$ cat src/rtl/trigger_capture_pkg.sv
`default_nettype none
// ============================================================================
// Module      : trigger_capture_pkg
// Description : Shared types for the pre/post-trigger capture buffer:
//               trigger-mode encoding and capture FSM state encoding.
// Revision    : 1.0 - initial release
// ============================================================================
package trigger_capture_pkg;

  // Trigger qualifier selection, sampled at arm.
  typedef enum logic [1:0] {
    MODE_LEVEL = 2'd0,  // trig high
    MODE_EDGE  = 2'd1,  // trig rising edge
    MODE_MATCH = 2'd2,  // masked data compare
    MODE_IMM   = 2'd3   // fire on the first eligible cycle
  } trig_mode_t;

  // Capture controller states.
  typedef enum logic [2:0] {
    IDLE = 3'd0,
    FILL = 3'd1,
    WAIT = 3'd2,
    POST = 3'd3,
    READ = 3'd4
  } cap_state_t;

endpackage
`default_nettype wire

$ cat src/rtl/trigger_capture_buf_ram.sv
`default_nettype none
// ============================================================================
// Module      : capture_ram
// Description : DEPTH x DATA_W register-array sample store. One synchronous
//               write port, one asynchronous (combinational) read port.
//               Storage is deliberately not reset.
// Ports       : clk      - write clock
//               i_we     - write enable
//               i_waddr  - write address
//               i_wdata  - write data
//               i_raddr  - read address
//               o_rdata  - read data (combinational from i_raddr)
// Revision    : 1.0 - initial release
// ============================================================================
module capture_ram #(
  parameter int DATA_W = 8,
  parameter int DEPTH  = 16,
  parameter int AW     = $clog2(DEPTH)
) (
  input  logic              clk,
  input  logic              i_we,
  input  logic [AW-1:0]     i_waddr,
  input  logic [DATA_W-1:0] i_wdata,
  input  logic [AW-1:0]     i_raddr,
  output logic [DATA_W-1:0] o_rdata
);

  logic [DATA_W-1:0] mem [DEPTH];

  always_ff @(posedge clk) begin
    if (i_we) begin
      mem[i_waddr] <= i_wdata;
    end
  end

  assign o_rdata = mem[i_raddr];

endmodule
`default_nettype wire

$ cat src/rtl/trigger_capture_buf.sv
`default_nettype none
// ============================================================================
// Module      : trigger_capture_buf
// Description : Pre/post-trigger capture buffer. Once armed it records din
//               into a DEPTH-entry ring, qualifies a trigger in one of four
//               modes, freezes a DEPTH-sample window holding pre_cnt samples
//               before the trigger, and streams it out oldest first over a
//               valid/ready port.
// Ports       : clk, rst_n            - clock, async active-low reset
//               arm, abort            - start capture / return to IDLE
//               mode, pre_cnt         - trigger mode / pre-trigger samples
//               trig, din             - trigger input / sample input
//               match_val, match_mask - mode-2 compare value and mask
//               rd_data, rd_valid,
//               rd_ready, rd_last     - readout stream
//               busy, triggered, done - status
// Revision    : 1.0 - initial release
// ============================================================================
module trigger_capture_buf
  import trigger_capture_pkg::*;
#(
  parameter int DATA_W = 8,
  parameter int DEPTH  = 16,
  parameter int AW     = $clog2(DEPTH)
) (
  input  logic              clk,
  input  logic              rst_n,
  input  logic              arm,
  input  logic              abort,
  input  logic [1:0]        mode,
  input  logic [AW-1:0]     pre_cnt,
  input  logic              trig,
  input  logic [DATA_W-1:0] din,
  input  logic [DATA_W-1:0] match_val,
  input  logic [DATA_W-1:0] match_mask,
  output logic [DATA_W-1:0] rd_data,
  output logic              rd_valid,
  input  logic              rd_ready,
  output logic              rd_last,
  output logic              busy,
  output logic              triggered,
  output logic              done
);

  localparam logic [AW-1:0] c_one      = AW'(1);
  localparam logic [AW-1:0] c_last_idx = AW'(DEPTH - 1);

  cap_state_t        state_q, state_d;
  trig_mode_t        mode_q, mode_d;
  logic [AW-1:0]     pre_q, pre_d;
  logic [AW-1:0]     cnt_q, cnt_d;
  logic [AW-1:0]     wr_ptr_q, wr_ptr_d;
  logic [AW-1:0]     trig_ptr_q, trig_ptr_d;
  logic [AW-1:0]     rd_ptr_q, rd_ptr_d;
  logic              trig_q, trig_d;
  logic              triggered_q, triggered_d;
  logic              done_q, done_d;
  logic              rd_valid_q, rd_valid_d;
  logic              rd_last_q, rd_last_d;
  logic              busy_q, busy_d;
  logic [DATA_W-1:0] rd_data_q, rd_data_d;

  logic              w_qual;
  logic              w_we;
  logic [AW-1:0]     w_post;
  logic [AW-1:0]     w_cnt_inc;
  logic [DATA_W-1:0] w_ram_rdata;

  // Post-trigger sample count: DEPTH-1-pre.
  assign w_post    = c_last_idx - pre_q;
  assign w_cnt_inc = cnt_q + c_one;

  // Trigger qualifier for the latched mode.
  always_comb begin
    w_qual = 1'b0;
    case (mode_q)
      MODE_LEVEL: w_qual = trig;
      MODE_EDGE:  w_qual = trig & ~trig_q;
      MODE_MATCH: w_qual = ((din & match_mask) == (match_val & match_mask));
      MODE_IMM:   w_qual = 1'b1;
      default:    w_qual = 1'b0;
    endcase
  end

  // Next-state and datapath control.
  always_comb begin
    state_d     = state_q;
    mode_d      = mode_q;
    pre_d       = pre_q;
    cnt_d       = cnt_q;
    wr_ptr_d    = wr_ptr_q;
    trig_ptr_d  = trig_ptr_q;
    rd_ptr_d    = rd_ptr_q;
    triggered_d = triggered_q;
    done_d      = 1'b0;
    trig_d      = trig;
    w_we        = 1'b0;

    case (state_q)
      IDLE: begin
        if (arm) begin
          mode_d      = trig_mode_t'(mode);
          pre_d       = pre_cnt;
          triggered_d = 1'b0;
          cnt_d       = '0;
          state_d     = (pre_cnt != '0) ? FILL : WAIT;
        end
      end
      FILL: begin
        w_we     = 1'b1;
        wr_ptr_d = wr_ptr_q + c_one;
        cnt_d    = w_cnt_inc;
        if (w_cnt_inc == pre_q) begin
          state_d = WAIT;
        end
      end
      WAIT: begin
        w_we     = 1'b1;
        wr_ptr_d = wr_ptr_q + c_one;
        if (w_qual) begin
          // The sample written this cycle is the trigger sample.
          trig_ptr_d  = wr_ptr_q;
          triggered_d = 1'b1;
          cnt_d       = '0;
          if (w_post != '0) begin
            state_d = POST;
          end else begin
            state_d  = READ;
            rd_ptr_d = wr_ptr_q - pre_q;
          end
        end
      end
      POST: begin
        w_we     = 1'b1;
        wr_ptr_d = wr_ptr_q + c_one;
        cnt_d    = w_cnt_inc;
        if (w_cnt_inc == w_post) begin
          state_d  = READ;
          rd_ptr_d = trig_ptr_q - pre_q;
          cnt_d    = '0;
        end
      end
      READ: begin
        // rd_valid is always high in READ, so rd_ready alone completes a beat.
        if (rd_ready) begin
          rd_ptr_d = rd_ptr_q + c_one;
          cnt_d    = w_cnt_inc;
          if (cnt_q == c_last_idx) begin
            done_d  = 1'b1;
            state_d = IDLE;
          end
        end
      end
      default: begin
        state_d = IDLE;
      end
    endcase

    // abort overrides everything, including a same-cycle final handshake.
    if (abort) begin
      state_d     = IDLE;
      triggered_d = 1'b0;
      done_d      = 1'b0;
      w_we        = 1'b0;
      wr_ptr_d    = wr_ptr_q;
    end
  end

  // Outputs are registered from the next state so they align with state_q.
  // The RAM is read at the next read pointer so rd_data is ready with rd_valid.
  assign rd_valid_d = (state_d == READ);
  assign rd_last_d  = (state_d == READ) && (cnt_d == c_last_idx);
  assign busy_d     = (state_d != IDLE);
  assign rd_data_d  = (state_d == READ) ? w_ram_rdata : '0;

  always_ff @(posedge clk or negedge rst_n) begin
    if (!rst_n) begin
      state_q     <= IDLE;
      mode_q      <= MODE_LEVEL;
      pre_q       <= '0;
      cnt_q       <= '0;
      wr_ptr_q    <= '0;
      trig_ptr_q  <= '0;
      rd_ptr_q    <= '0;
      trig_q      <= 1'b0;
      triggered_q <= 1'b0;
      done_q      <= 1'b0;
      rd_valid_q  <= 1'b0;
      rd_last_q   <= 1'b0;
      busy_q      <= 1'b0;
      rd_data_q   <= '0;
    end else begin
      state_q     <= state_d;
      mode_q      <= mode_d;
      pre_q       <= pre_d;
      cnt_q       <= cnt_d;
      wr_ptr_q    <= wr_ptr_d;
      trig_ptr_q  <= trig_ptr_d;
      rd_ptr_q    <= rd_ptr_d;
      trig_q      <= trig_d;
      triggered_q <= triggered_d;
      done_q      <= done_d;
      rd_valid_q  <= rd_valid_d;
      rd_last_q   <= rd_last_d;
      busy_q      <= busy_d;
      rd_data_q   <= rd_data_d;
    end
  end

  capture_ram #(
    .DATA_W (DATA_W),
    .DEPTH  (DEPTH),
    .AW     (AW)
  ) u_ram (
    .clk     (clk),
    .i_we    (w_we),
    .i_waddr (wr_ptr_q),
    .i_wdata (din),
    .i_raddr (rd_ptr_d),
    .o_rdata (w_ram_rdata)
  );

  assign rd_data   = rd_data_q;
  assign rd_valid  = rd_valid_q;
  assign rd_last   = rd_last_q;
  assign busy      = busy_q;
  assign triggered = triggered_q;
  assign done      = done_q;

endmodule
`default_nettype wire
$ cat config.mk
export PLATFORM = sky130hd
export DESIGN_NAME = trigger_capture_buf
export DESIGN_NICKNAME = d
export VERILOG_FILES = /design/src/rtl/trigger_capture_pkg.sv /design/src/rtl/trigger_capture_buf_ram.sv /design/src/rtl/trigger_capture_buf.sv
export SDC_FILE = /design/constraint.sdc
export NUM_CORES = 1
export LEC_CHECK = 0
export CORE_UTILIZATION = 63
export DETAILED_ROUTE_END_ITERATION = 10
export PLACE_DENSITY_LB_ADDON = 0.2
export SKIP_CTS_REPAIR_TIMING = 1
export SYNTH_ARGS = -nofsm -noshare
export SYNTH_HDL_FRONTEND = slang
export SYNTH_HIERARCHICAL = 1
export SYNTH_SLANG_ARGS = --single-unit
$ cat constraint.sdc
create_clock -name clk -period 8.2 [get_ports clk]
set_input_delay 1.23 -clock clk [delete_from_list [all_inputs] [get_ports clk]]
set_output_delay 1.23 -clock clk [all_outputs]
set_load 0.01 [all_outputs]
==> flow_summary.ini, run 1 <==
[status]
status = completed

[yosys]
synth_seq_cells = 167
synth_compound_area_share_pct = 6.96
synthMuxAreaShare_pct = 11.6
synth_adder_area_share_pct = 2.08
ys_seq_area_share_pct = 65.7
synthFlopType = edfxtp_1
syn_nets = 492
synth_edf_count = 128
syn-cell-area_mm2 = 0.00733
synth_xor_area_share_pct = 3.31
synth.avg_cell_area_um2 = 16.5
synth-simple-area-share_pct = 8.05
synth_cell_type_count = 65
synth_top_family_by_area = multiplexers
ys_async_sr_fraction_pct = 23.4
ys.warnings.count = 6
syn_inst = 445

[timing]
hold_viol = 0
slew_headroom_pct = 20.9
layout_min_cycle_time_ps = 5830
tightest_slew_ps = 1180
rsz0062_at_grt = no
setup_tns_ps = 0
skew_ps = 9.01
fmax_ghz = 0.171
setup_viol = 0
worst_hold_slack_ps = 522
period_share_pct = 71.1
final_max_slew_viol_count = 0

[power_and_ir_drop]
ir_worst_vdd_mv = 0.219
p_sw_uw = 836
power_frac_seq_pct = 41.2
pwr-share-clk_pct = 28.8
swShare_pct = 32.2
p_int_mw = 1.76
power.leakage_nw = 3.04
p_comb_share_pct = 30.0
p_per_area_mw_per_mm2 = 306

[global_routing]
grt_start_max_net_pins = 40
grt_pass1_vias = 4338
overflow = 0
grt_pass1_wl_um = 24700
grt_antenna_before_repair = 0
grt_usage_pct = 29.9

[cells_and_area]
fin_cells = 657
layout_commonest_cell = edfxtp_1
multi_input_area_mm2 = 0.00238
insertedDiodeCount = 0
fillerInstances = 695
drive_above_1_share_pct = 15.6
regArea_mm2 = 0.00482
syn2layout_area_growth_pct = 15.6
final_cell_mix = edfxtp_1 (128), clkdlybuf4s50_1 (47), dfrtp_1 (39)
nets = 548

[detailed_routing]
drtPass1Iterations = 6
drc = 0
via_per_inst = 6.59
drt-total-wl_um = 16500
drtIter0Drc = 434
num_vias = 4332
wire_per_inst_um = 25.2
drtAntennaViolNets = 0

[setup_path]
required_ps = 8520
critPathKind = in2reg
start_kind = input pin
crit_path_end_kind = flip-flop
cp_data_arrival_time_ps = 6150
ff2ff_setup_slack_ps = 3740
cp_max_fo = 18

[clock_tree]
cts_buffers = 17
cts_root_buf = clkbuf_16
ctsHtreeMaxLevel = 4
clk_pin_slew_ps = 60
cts_buffer_depth = 2
clock_sinks = 167
clk_latency_ps = 430
cts_tree = done

[worst_hold_path]
worstHoldPathType = reg2reg

[floorplanning]
row_count = 39
dieArea_mm2 = 0.0121
core_area_mm2 = 0.0114
dieHeight_um = 110
die-width_um = 110
start_util_pct = 64.5
ios = 49

[placed_design]
portBuffers = 48
place_congestion = 0.904
dp_hpwl_um = 10800
dpl.cell_count = 625

[run]
cap_violations = 0
final timing paths:
check	start	cells past startpoint	to
min in group asynchronous	rst_n	1	state_q[1]
max in group asynchronous	rst_n	1	wr_ptr_q[0]
setup reg to reg	cnt_q[0]	11	rd_data[6]
hold / removal	trig_ptr_q[2]	1	trig_ptr_q[2]
hold reg to reg	trig_ptr_q[2]	1	trig_ptr_q[2]
setup / recovery	din[6]	12	rd_data[6]
worst max-delay path, stage by stage:
cell	delay, ps
clkdlybuf4s50_1	760
xor2_1	310
a22oi_1	370
a41oi_1	320
nor3_2	610
nand2b_1	280
o221ai_4	710
buf_4	430
mux4_2	560
a22oi_1	250
nand2_1	140
and2_1	160
cell type report:
| class | count | area share [%] |
|---|---|---|
| multi-input combinational | 251 | 28.1 |
| clock inverter | 15 | 1.48 |
| sequential | 167 | 56.8 |
| timing repair buffer | 52 | 5.96 |
| tap | 143 | 2.11 |
| inverter | 12 | 0.531 |
| clock buffer | 17 | 5.02 |
power groups by stage:
stage | clock [mW] | combinational, mW | sequential [mW]
after floorplan | 0 | 0.590 | 1.05
final | 0.748 | 0.778 | 1.07
after global placement | 0 | 0.749 | 1.08
after detailed placement | 0 | 0.766 | 1.08
after CTS | 0.752 | 0.776 | 1.07
after global routing | 0.788 | 0.838 | 1.08
metrics by stage:
step / cell area, um^2 / power, mW / util (%) / setup WS [ps]
2_1_floorplan: 7330 / 1.64 / - / 4300
3_3_place_gp: 7930 / 1.83 / 69.7 / 2040
3_5_place_dp: 7930 / 1.85 / 69.7 / 1940
4_1_cts: 8480 / 2.60 / 74.6 / 2390
5_1_grt: 8480 / 2.71 / 74.6 / 2000
6_report: 8480 / 2.59 / 74.6 / 2370
sequential cells by signal, summed over array words and instances (netlist names), 2 cells and up:
signal / cells
cnt_q: 4
mode_q: 2
pre_q: 4
rd_data: 8
rd_ptr_q: 4
state_q: 3
trig_ptr_q: 4
u_ram/mem: 128
wr_ptr_q: 4
logic make-up (layout without fill, tap and decap cells):
family          Yosys count  in the layout
mux                      39             39
flops                   167            167
compound gates           70             70
buf+inv                  27             96
simple gates            106            106
fa+ha+maj                11             11
xor+xnor                 25             25
cells in the mapped netlist (4+ instances only):
cell type / n / area [um^2]
ha_1: 9 / 113
mux2_2: 7 / 78.8
xor2_1: 16 / 140
nor3b_1: 4 / 30.0
buf_6: 5 / 56.3
a21oi_1: 11 / 55.1
mux4_2: 18 / 405
mux4_1: 14 / 368
inv_1: 12 / 45.0
dfrtp_1: 39 / 976
nand2_1: 23 / 86.3
a22oi_1: 21 / 158
nor3_1: 7 / 35.0
edfxtp_1: 128 / 3840
o21ai_0: 11 / 55.1
and2_1: 10 / 62.6
nor2_1: 25 / 93.8
xnor2_1: 7 / 61.3
nand2b_1: 7 / 43.8
metal layers:
layer  GRT usage [%]  part of all wire [%]  vias to the layer above
met5               0                     0                        -
met4            10.5                   2.2                        0
met3            7.53                   9.0                       34
met2            47.3                    48                      248
met1            40.8                    41                     2180
li1                -                     -                     1870
Power figures use the tool's default switching activity.
==> run 2: changes to the inputs <==
--- a/config.mk
+++ b/config.mk
@@ -5,7 +5,7 @@
 export SDC_FILE = /design/constraint.sdc
 export NUM_CORES = 1
 export LEC_CHECK = 0
-export CORE_UTILIZATION = 63
+export CORE_UTILIZATION = 53
 export DETAILED_ROUTE_END_ITERATION = 10
 export PLACE_DENSITY_LB_ADDON = 0.2
 export SKIP_CTS_REPAIR_TIMING = 1
==> constraint.sdc (replaced) <==
create_clock -name clk -period 4.8 [get_ports clk]
set_input_delay 0.72 -clock clk [delete_from_list [all_inputs] [get_ports clk]]
set_output_delay 0.72 -clock clk [all_outputs]
set_load 0.01 [all_outputs]
==> flow_summary.ini, run 2 (same netlist as run 1, synthesis figures left out) <==
[setup_path]
cp_data_arrival_time_ps = 4350
slowest_stage = clkdlybuf4s50_1
cp_max_fo = 33
critical_path.most_common_cell = a22oi_1
cpPeakStageDelay_ps = 870
crit_family = buffers and inverters
required_ps = 5110
start_kind = input pin
path_cells = clkdlybuf4s50_1 -> xor2_1 -> a22oi_1 -> and4_1 -> o21ai_0 -> nor3b_1 -> o221ai_4 -> buf_12 -> mux4_1 -> a22oi_1 -> nand2_1 -> and2_1
crit_path_end_kind = flip-flop
critPathKind = in2reg
critPathBufInv = 2

[power_and_ir_drop]
p_per_area_mw_per_mm2 = 514
ir_worst_vdd_mv = 0.233
power.leakage_nw = 3.15

[global_routing]
overflow = 0
grt_antenna_before_repair = 0
grt_pass1_vias = 4332
grt_start_max_net_pins = 40
grt_pass1_wl_um = 25300
grt_usage_pct = 25.1

[floorplanning]
row_count = 42
core_area_mm2 = 0.0133
ios = 49
dieArea_mm2 = 0.0143
start_util_pct = 54.9
die-width_um = 120
dieHeight_um = 120

[detailed_routing]
drtPass1Iterations = 7
via_per_inst = 6.05
drt-total-wl_um = 16600
drtIter0Drc = 374
num_vias = 4304
drtAntennaViolNets = 0
drc = 0
wire_per_inst_um = 23.4

[clock_tree]
ctsHtreeMaxLevel = 4
clock_sinks = 167
cts_root_buf = clkbuf_16
cts_tree = done
cts_buffers = 17
cts_buffer_depth = 2
clk_pin_slew_ps = 60
clk_latency_ps = 420

[timing]
tightest_slew_ps = 1100
hold_viol = 0
rsz0062_at_grt = no
period_share_pct = 84.3
setup_viol = 0
skew_ps = 9.49
layout_min_cycle_time_ps = 4050
final_max_slew_viol_count = 0
slew_headroom_pct = 26.7
setup_tns_ps = 0
fmax_ghz = 0.247

[cells_and_area]
regMostFlops = u_ram/mem
layout_commonest_cell = edfxtp_1
largest_reg_flops = 128
insertedDiodeCount = 0
multi_input_area_mm2 = 0.00238
nets = 569
regArea_mm2 = 0.00482
syn2layout_area_growth_pct = 18.6
fillerInstances = 939
fin_cells = 711
final_cell_mix = edfxtp_1 (128), clkdlybuf4s50_1 (47), dfrtp_1 (39)
drive_above_1_share_pct = 18.9

[placed_design]
dp_hpwl_um = 11200
place_congestion = 0.841
portBuffers = 48
dpl.cell_count = 679

[worst_hold_path]
worstHoldPathType = in2async

[run]
cap_violations = 0

[status]
status = completed
## run 2: cell count changes in the layout (fill, tap and decap cells not counted)
cell | before | now
buf_12 | 0 | 1
buf_4 | 4 | 24
clkbuf_1 | 0 | 3
clkbuf_8 | 0 | 2
clkinv_1 | 3 | 0
clkinv_2 | 4 | 3
clkinv_4 | 3 | 2
clkinvlp_4 | 0 | 1
inv_8 | 1 | 0
## run 2: layer usage
metal  up-vias  routed length [um]  part of all wire, %  GRT usage [%]
li1       1909                   -                    -              -
met1      2181                6970                   42           33.7
met2       178                7900                   48           38.9
met3        36                1170                  7.0           5.51
met4         0                 575                  3.5           12.3
met5         -                   0                    0              0
## run 2: worst reg2reg max path, cell delays in order, from the launching register on
cell	delay, ps
dfrtp_1	450
ha_1	280
xor3_2	430
and3_4	190
a21boi_0	560
nor3b_1	190
o221ai_4	240
buf_12	290
mux4_1	630
a22oi_1	230
nand2_1	90
and2_1	140
## run 2: area by class of cell
type                       count  area share (%)
timing repair buffer          73            7.77
clock inverter                10            1.11
multi-input combinational    251            27.3
sequential                   167            55.4
clock buffer                  22            5.34
tap                          176            2.53
inverter                      12           0.518
## run 2: per-stage QoR
| stage | power, mW | hold WS (ps) | utilization, % | setup WS (ps) | cell area [um^2] |
|---|---|---|---|---|---|
| final | 4.47 | 442 | 65.2 | 755 | 8700 |
| after global placement | 3.17 | 503 | 61.0 | 477 | 8140 |
| after floorplan | 2.81 | 424 | - | 1410 | 7330 |
| after detailed placement | 3.20 | 518 | 61.0 | 310 | 8140 |
| after CTS | 4.48 | 476 | 65.2 | 759 | 8700 |
| after global routing | 4.67 | 517 | 65.2 | 500 | 8700 |
## run 2: worst paths after layout
| path | depth (start not counted) | startpoint | to | slack [ps] |
|---|---|---|---|---|
| setup reg to reg | 11 | cnt_q[0] | rd_data[4] | 970 |
| hold / removal | 1 | rst_n | cnt_q[0] | 440 |
| setup / recovery | 12 | din[4] | rd_data[4] | 750 |
| min in group clk | 1 | mode_q[0] | mode_q[0] | 530 |
| hold reg to reg | 1 | mode_q[0] | mode_q[0] | 530 |
| max in group asynchronous | 1 | rst_n | rd_ptr_q[2] | 3780 |
## run 2: power breakdown
part	switching, mW	internal, mW	leakage [nW]
clock	0.541	0.745	0.275
sequential	0.138	1.69	1.66
combinational	0.717	0.643	1.22
total	1.40	3.07	3.15
